### config.mk
export PLATFORM = sky130hd
export DESIGN_NAME = pipe_ctrl_chain
export DESIGN_NICKNAME = d
export VERILOG_FILES = /design/src/rtl/pipe_pkg.sv /design/src/rtl/pipe_stage_reg.sv /design/src/rtl/pipe_ctrl_chain.sv
export SDC_FILE = /design/constraint.sdc
export NUM_CORES = 1
export LEC_CHECK = 0
export BUFFER_PORTS_ARGS = -buffer_cell sky130_fd_sc_hd__buf_2
export CAP_MARGIN = 10
export CELL_PAD_IN_SITES_DETAIL_PLACEMENT = 1
export CELL_PAD_IN_SITES_GLOBAL_PLACEMENT = 1
export CORE_AREA = 2 2 147 149
export CTS_CLUSTER_DIAMETER = 120
export DETAILED_ROUTE_END_ITERATION = 10
export DIE_AREA = 0 0 149 151
export HOLD_SLACK_MARGIN = 0.1
export PLACE_DENSITY_LB_ADDON = 0.1
export RECOVER_POWER = 50
export SLEW_MARGIN = 20
export SYNTH_ARGS = -nofsm -noshare
export SYNTH_HDL_FRONTEND = slang
export SYNTH_HIERARCHICAL = 1
export SYNTH_SLANG_ARGS = --single-unit
### constraint.sdc
create_clock -name clk -period 5.24 [get_ports clk]
set_clock_uncertainty 0.1 [all_clocks]
set_input_delay 0.524 -clock clk [delete_from_list [all_inputs] [get_ports clk]]
set_output_delay 0.524 -clock clk [all_outputs]
set_load 0.01 [all_outputs]
### src/rtl/pipe_pkg.sv
// rtl/pipe_pkg.sv - shared types and helpers for the pipeline control chain
package pipe_pkg;

    localparam int PIPE_PAYLOAD_W  = 32;
    localparam int PIPE_REG_ADDR_W = 4;

    localparam int STG_ID  = 0;
    localparam int STG_EX  = 1;
    localparam int STG_MEM = 2;

    typedef enum logic [1:0] {
        FWD_RF  = 2'd0,
        FWD_MEM = 2'd1,
        FWD_WB  = 2'd2
    } fwd_sel_t;

    typedef struct packed {
        logic                       valid;
        logic                       wr;
        logic                       load;
        logic                       use1;
        logic                       use2;
        logic [PIPE_REG_ADDR_W-1:0] src1;
        logic [PIPE_REG_ADDR_W-1:0] src2;
        logic [PIPE_REG_ADDR_W-1:0] dst;
        logic [PIPE_PAYLOAD_W-1:0]  payload;
    } stage_t;

    // True when stage s will write register r (register 0 never counts).
    function automatic logic produces(stage_t s, logic [PIPE_REG_ADDR_W-1:0] r);
        return s.valid && s.wr && (s.dst != '0) && (s.dst == r);
    endfunction

endpackage

### src/rtl/pipe_stage_reg.sv
// rtl/pipe_stage_reg.sv - one inter-stage latch with hold and bubble control
module pipe_stage_reg
    import pipe_pkg::*;
(
    input  logic   clk,
    input  logic   rst_n,
    input  logic   hold,
    input  logic   bubble,
    input  stage_t d,
    output stage_t q
);

    // Hold beats bubble; a bubble clears every field so no stale wr/load leaks.
    always_ff @(posedge clk or negedge rst_n) begin
        if (!rst_n) begin
            q <= '0;
        end else if (!hold) begin
            if (bubble) begin
                q <= '0;
            end else begin
                q <= d;
            end
        end
    end

endmodule

### src/rtl/pipe_ctrl_chain.sv
// rtl/pipe_ctrl_chain.sv - pipeline latches with stall, flush, load-use interlock and forwarding
module pipe_ctrl_chain
    import pipe_pkg::*;
#(
    // Field widths are carried in the package stage_t; keep these equal to it.
    parameter int PAYLOAD_W  = PIPE_PAYLOAD_W,
    parameter int REG_ADDR_W = PIPE_REG_ADDR_W,
    parameter int NUM_STAGES = 4
) (
    input  logic                            clk,
    input  logic                            rst_n,
    input  logic                            if_valid,
    input  logic [PAYLOAD_W-1:0]            if_payload,
    input  logic [REG_ADDR_W-1:0]           if_src1,
    input  logic [REG_ADDR_W-1:0]           if_src2,
    input  logic                            if_use1,
    input  logic                            if_use2,
    input  logic [REG_ADDR_W-1:0]           if_dst,
    input  logic                            if_wr,
    input  logic                            if_load,
    input  logic                            branch_taken,
    input  logic                            ext_stall,
    output logic                            fetch_stall,
    output logic [NUM_STAGES-1:0]           stage_valid,
    output logic [NUM_STAGES*PAYLOAD_W-1:0] stage_payload,
    output logic [1:0]                      fwd_sel_a,
    output logic [1:0]                      fwd_sel_b,
    output logic                            wb_valid,
    output logic [REG_ADDR_W-1:0]           wb_dst
);

    localparam int STG_WB = NUM_STAGES - 1;

    stage_t                stg_q [NUM_STAGES];
    stage_t                if_stage;
    logic [NUM_STAGES-1:0] stg_hold;
    logic [NUM_STAGES-1:0] stg_bubble;
    logic                  load_use;
    logic                  flush;
    logic                  hazard;
    fwd_sel_t              fwd_a;
    fwd_sel_t              fwd_b;

    // Pack the fetch side into a stage record; an invalid fetch becomes a clean bubble.
    always_comb begin
        if_stage = '0;
        if (if_valid) begin
            if_stage.valid   = 1'b1;
            if_stage.wr      = if_wr;
            if_stage.load    = if_load;
            if_stage.use1    = if_use1;
            if_stage.use2    = if_use2;
            if_stage.src1    = if_src1;
            if_stage.src2    = if_src2;
            if_stage.dst     = if_dst;
            if_stage.payload = if_payload;
        end
    end

    // Load in EX whose result a source of the instruction in ID needs right away.
    always_comb begin
        load_use = stg_q[STG_EX].load && stg_q[STG_ID].valid &&
                   ((stg_q[STG_ID].use1 && produces(stg_q[STG_EX], stg_q[STG_ID].src1)) ||
                    (stg_q[STG_ID].use2 && produces(stg_q[STG_EX], stg_q[STG_ID].src2)));
    end

    assign flush       = branch_taken && stg_q[STG_EX].valid && !ext_stall;
    assign hazard      = load_use && !ext_stall && !flush;
    assign fetch_stall = ext_stall || hazard;

    // Per-stage control: freeze everything on ext_stall, otherwise flush or interlock the front.
    always_comb begin
        stg_hold             = {NUM_STAGES{ext_stall}};
        stg_bubble           = '0;
        stg_hold[STG_ID]     = ext_stall || hazard;
        stg_bubble[STG_ID]   = flush;
        stg_bubble[STG_EX]   = flush || hazard;
    end

    for (genvar g = 0; g < NUM_STAGES; g++) begin : g_stage
        stage_t d;
        if (g == STG_ID) begin : g_head
            assign d = if_stage;
        end else begin : g_tail
            assign d = stg_q[g-1];
        end

        pipe_stage_reg u_reg (
            .clk    (clk),
            .rst_n  (rst_n),
            .hold   (stg_hold[g]),
            .bubble (stg_bubble[g]),
            .d      (d),
            .q      (stg_q[g])
        );

        assign stage_valid[g]                          = stg_q[g].valid;
        assign stage_payload[g*PAYLOAD_W +: PAYLOAD_W] = stg_q[g].payload;
    end

    // EX operand sources: MEM is newer than WB, so it is checked first.
    always_comb begin
        fwd_a = FWD_RF;
        fwd_b = FWD_RF;
        if (stg_q[STG_EX].valid && stg_q[STG_EX].use1) begin
            if (produces(stg_q[STG_MEM], stg_q[STG_EX].src1)) begin
                fwd_a = FWD_MEM;
            end else if (produces(stg_q[STG_WB], stg_q[STG_EX].src1)) begin
                fwd_a = FWD_WB;
            end
        end
        if (stg_q[STG_EX].valid && stg_q[STG_EX].use2) begin
            if (produces(stg_q[STG_MEM], stg_q[STG_EX].src2)) begin
                fwd_b = FWD_MEM;
            end else if (produces(stg_q[STG_WB], stg_q[STG_EX].src2)) begin
                fwd_b = FWD_WB;
            end
        end
    end

    assign fwd_sel_a = fwd_a;
    assign fwd_sel_b = fwd_b;
    assign wb_valid  = stg_q[STG_WB].valid && stg_q[STG_WB].wr;
    assign wb_dst    = stg_q[STG_WB].dst;

endmodule

# [After elaboration in Yosys (flattened, before gate mapping)]
# Index checks and enable logic that the tools add are counted.
[totals] ff_bits=174 latch_bits=0 ramBits=0 mem_bits_ro=0 output_inout_bits=142 wordCells=71 mem_count=0
[op_classes] n_addsub=0 multipliers=0 n_div=0 order_cmp=0 n_eq_ne=6 n_shift=0 mux=9 n_bitwise=0 n_reduce_logical=30
[ops] operator="$mux W49" count=3
[ops] operator="$eq A4 B4 Y1" count=6
[ops] operator="$logic_and A1 B1 Y1" count=22
[ops] operator="$mux W2" count=6
[ops] operator="$reduce_bool A4 Y1" count=3
[ops] operator="$logic_or A1 B1 Y1" count=3
[ops] operator="$logic_not A1 Y1" count=2

# [Depth between registers and ports, before layout]
[depth] word_depth=10 ltp_mapped=10

# [Hierarchy]
# Netlist, hierarchy kept.
[modules_own_cells] mod="pipe_stage_reg" n_inst=4 cells_each=211 area_each_um2=2194.6 seq_area_each_um2=1226.2
[modules_own_cells] mod="pipe_ctrl_chain" n_inst=1 cells_each=105 area_each_um2=708.2 seq_area_each_um2=0.0

# [Least setup slack after synthesis]
# Ideal clock, no wire load.
[synth_timing] kind="register to register" from="register g_stage[1].u_reg/q[32] (netlist name)" to="register g_stage[0].u_reg/q[46] (netlist name)" arrival_ns=1.910 required_time_ns=5.019 setup_slack_ns=3.109 stages_incl_launch_ff=10 path_buffers=2 synth_period_minus_slack_ns=2.131 cell_sequence="dfrtp_1 -> xor2_1 -> nor3_1 -> nand3_1 -> a211o_1 -> o21bai_1 -> buf_6 -> buf_6 -> nor2_1 -> a22o_1"
[synth_via] elab_chain_cells=9 elab_cells_between_ends=13 classes_between="2 x eq/ne; 11 x reduce/logical"
[synth_rtl] item="start, declared" line="pipe_stage_reg.sv:10" source="output stage_t q"
[synth_rtl] item="start signal, assigned" line="pipe_stage_reg.sv:16" source="q <= '0;"
[synth_rtl] item="start signal, assigned" line="pipe_stage_reg.sv:19" source="q <= '0;"
[synth_rtl] item="start signal, assigned" line="pipe_stage_reg.sv:21" source="q <= d;"
[synth_rtl] item="$reduce_bool A4 Y1" line="pipe_pkg.sv:31" source="return s.valid && s.wr && (s.dst != '0) && (s.dst == r);"
[synth_rtl] item="$logic_and A1 B1 Y1 (2 in a row)" line="pipe_pkg.sv:31"
[synth_rtl] item="$logic_and A1 B1 Y1 (on tied branches)" line="pipe_ctrl_chain.sv:63, pipe_ctrl_chain.sv:64"
[synth_rtl] item="$logic_or A1 B1 Y1 *" line="pipe_ctrl_chain.sv:63" source="((stg_q[STG_ID].use1 && produces(stg_q[STG_EX], stg_q[STG_ID].src1)) ||"
[synth_rtl] item="$logic_and A1 B1 Y1 *" line="pipe_ctrl_chain.sv:62" source="load_use = stg_q[STG_EX].load && stg_q[STG_ID].valid &&"
[synth_rtl] item="$logic_and A1 B1 Y1 * (2 in a row)" line="pipe_ctrl_chain.sv:68" source="assign hazard = load_use && !ext_stall && !flush;"
[synth_rtl] item="$logic_or A1 B1 Y1 *"
[synth_rtl] item="via fetch_stall" line="pipe_ctrl_chain.sv:23" source="output logic fetch_stall,"
[synth_rtl] item="end signal, assigned" line="pipe_stage_reg.sv:16"
[synth_rtl] item="end signal, assigned" line="pipe_stage_reg.sv:19"
[synth_rtl] item="end signal, assigned" line="pipe_stage_reg.sv:21"
[synth_rtl] item="end, declared" line="pipe_stage_reg.sv:10"
# Mark *: on every way through the listed nets, which the timed path passes. The rest lies on a longest branch.
# A chain may end at the register's enable or synchronous reset.

# [Worst setup path in the final report]
[layout_timing] from="register g_stage[1].u_reg/q[32] (netlist name)" to="output port fetch_stall"
[layout_via] elab_chain_cells=9 elab_cells_between_ends=13 classes_between="2 x eq/ne; 11 x reduce/logical"
[layout_rtl] item="$reduce_bool A4 Y1" line="pipe_pkg.sv:31"
[layout_rtl] item="$logic_and A1 B1 Y1 (2 in a row)" line="pipe_pkg.sv:31"
[layout_rtl] item="$logic_and A1 B1 Y1 (on tied branches)" line="pipe_ctrl_chain.sv:63, pipe_ctrl_chain.sv:64"
[layout_rtl] item="$logic_or A1 B1 Y1 *" line="pipe_ctrl_chain.sv:63"
[layout_rtl] item="$logic_and A1 B1 Y1 *" line="pipe_ctrl_chain.sv:62"
[layout_rtl] item="$logic_and A1 B1 Y1 * (2 in a row)" line="pipe_ctrl_chain.sv:68"
[layout_rtl] item="$logic_or A1 B1 Y1 *" line="pipe_ctrl_chain.sv:69" source="assign fetch_stall = ext_stall || hazard;"
[layout_rtl] item="end, declared" line="pipe_ctrl_chain.sv:23"
# Every way passes the cells marked *; elsewhere a longest branch is shown, timed or not.

==> results.json <==
{
  "outcome": "finished, violations left",
  "violations": "capacitance limit, slew limit",
  "seqPwrFrac": 0.482,
  "avgSynthCellArea_um2": 9.972,
  "grt_pass1_wl_um": 33640,
  "die_w_um": 149,
  "path_cells": "xor2_1, nor3_1, nand3_1, a211o_1, o21bai_4, buf_4, buf_2",
  "nets": 1074,
  "max_stage_delay_ps": 500,
  "p_leak_nw": 4.516,
  "syn2layout_area_growth_pct": 15.98,
  "dp_hpwl_um": 14510,
  "synth_cells": 863,
  "initial_core_util": 0.4133,
  "first_iter_violations": 255,
  "drc_errors": 0,
  "multiInputGateArea_um2": 3759,
  "startpoint_type": "flip-flop",
  "fmax_mhz": 310.6,
  "cts_resized": 0,
  "clkTransAtPathRegs_ps": 70,
  "path_class": "reg -> out",
  "ctsHtreeMaxLevel": 4,
  "cp-startpoint": "g_stage[1].u_reg/q[32]",
  "drv_cap": 1,
  "placed_area_um2": 9537,
  "cts_tree": "yes",
  "r2r_slack_ps": 2680,
  "n_fill_cell": 2450,
  "io_buffer_count": 194,
  "place.gp.congestion": 0.7828,
  "dpl.cell_count": 1277,
  "grt_max_degree": 176,
  "relSlewSlack": -0.7304,
  "post-route-cell-area_um2": 9981,
  "regMostFlops": "g_stage.u_reg/q",
  "routed_wl_um": 20790,
  "grt_overflow": 0,
  "cts_hold_buffers": 0,
  "io-pin-count": 195,
  "wl_per_cell_um": 15.89,
  "cellPowerDensity_nw_per_um2": 325.3,
  "fp.dieArea_um2": 22500,
  "cp.required_ps": 4620,
  "fin_cells": 1308,
  "cp_slowest_cell": "buf_4",
  "cts.sink_count": 174,
  "grtUsageTotal": 0.1900,
  "cts_buffer_depth": 2,
  "end_kind": "primary output",
  "cts-root-buf": "clkbuf_16",
  "ys_warn_count": 6,
  "cp.arrival_ps": 2600,
  "rsz0062_at_grt": "no",
  "cts_buffers": 17,
  "ff2ff_path_depth": 8,
  "vias": 6172,
  "min_period_ps": 3219,
  "hold_viol": 0,
  "layout_top_registers": "g_stage.u_reg/q: 174 flops",
  "die_h_um": 151,
  "ant_nets": 0,
  "regArea_um2": 4354,
  "ir_drop_mv": 0.1773,
  "power.internal_mw": 2.351,
  "drive_above_1_share": 0.2352,
  "fp-row-count": 53,
  "drv_slew": 105,
  "p_clk_frac": 0.383,
  "worst_pin_slew_ps": 2596,
  "tns_ps": 0,
  "fin_crit_sh": 0.6144,
  "drt_first_pass_iters": 4,
  "p_comb_frac": 0.135,
  "hp-class": "in -> reg",
  "largest_reg_flops": 174,
  "netlist_area_um2": 8606,
  "p_sw_mw": 0.8958,
  "r2r-start": "g_stage[1].u_reg/q[32]",
  "reg2reg_to": "g_stage[1].u_reg/q[39]",
  "worstSkewPairLatency_ps": 420,
  "switching_share": 0.2759,
  "routed_via_density": 4.719,
  "grt_pass1_vias": 6056,
  "crit_fanout": 53,
  "postCtsSetupBuffers": 0,
  "coreArea_um2": 20820,
  "setup_viol": 0,
  "crit_end": "fetch_stall",
  "antenna_cells": 0,
  "antenna_found_initial": 0
}
[routing by layer]
metal | GRT usage | wire length, um
met5 | 0 | 0
met4 | 0.06000 | 277
met3 | 0.02530 | 776
met2 | 0.2982 | 9881
met1 | 0.2742 | 9855
[cells in the final DEF (no fill, tap or decap), types with 2 or more instances in the layout]
| cell | count |
|---|---|
| nand4_1 | 4 |
| nor2_1 | 2 |
| clkbuf_8 | 2 |
| nand2b_2 | 6 |
| clkbuf_1 | 68 |
| clkinv_4 | 4 |
| o21ai_2 | 29 |
| nand2b_1 | 127 |
| o21ai_0 | 109 |
| dfrtp_1 | 174 |
| conb_1 | 8 |
| nand2b_4 | 40 |
| a22o_1 | 2 |
| nand2_1 | 174 |
| nand3_1 | 2 |
| xnor2_1 | 13 |
| and2_1 | 50 |
| bufinv_16 | 2 |
| inv_6 | 2 |
| xor2_1 | 11 |
| buf_2 | 125 |
| clkbuf_16 | 17 |
| clkinv_2 | 4 |
| buf_4 | 6 |
| o21ai_1 | 34 |
| nor3_1 | 6 |
[stage by stage]
stage / utilization / hold slack, ps / power, mW / setup WS (ps)
2_1_floorplan: - / 128.4 / 1.861 / 3109
5_1_grt: 0.4793 / 358.9 / 3.419 / 1536
3_5_place_dp: 0.4580 / 369.4 / 2.047 / 1915
6_report: 0.4793 / 355.7 / 3.247 / 2021
4_1_cts: 0.4858 / 138.0 / 3.318 / 1898
3_3_place_gp: 0.4580 / 361.2 / 2.034 / 1953
[power groups by stage]
| stage | clock network [mW] | registers (mW) | logic (mW) |
|---|---|---|---|
| after global placement | 0 | 1.59 | 0.448 |
| after CTS | 1.29 | 1.56 | 0.462 |
| after detailed placement | 0 | 1.59 | 0.459 |
| after floorplan | 0 | 1.59 | 0.267 |
| final | 1.24 | 1.56 | 0.438 |
| after global routing | 1.34 | 1.58 | 0.496 |
[how the worst min path moves through the flow]
| stage | slack, ps | start | endpoint | depth (start not counted) |
|---|---|---|---|---|
| final | 360 | if_load | g_stage[0].u_reg/q[46] | 3 |
| after global routing | 360 | if_load | g_stage[0].u_reg/q[46] | 3 |
| after CTS | 140 | rst_n | g_stage[3].u_reg/q[23] | 1 |
| after detailed placement | 370 | g_stage[3].u_reg/q[14] | g_stage[3].u_reg/q[14] | 2 |
| after global placement | 360 | g_stage[3].u_reg/q[23] | g_stage[3].u_reg/q[23] | 2 |
| after floorplan | 130 | rst_n | g_stage[0].u_reg/q[0] | 0 |
[final cells by class]
class	instances	area share
clock inverter	13	0.01404
tap	275	0.03447
clock buffer	18	0.04400
timing repair buffer	201	0.09465
sequential	174	0.4363
multi-input combinational	627	0.3766
[worst max-delay path: cells and delay by family, from the launching register on]
family                    cells  cell delay (ps)
AOI/OAI and AO/OA             2              450
DFF                           1              470
xor gates and xnor gates      1              190
and+or+nand+nor               2              320
buffers and inverters         2              740
Power figures use the tool's default switching activity.
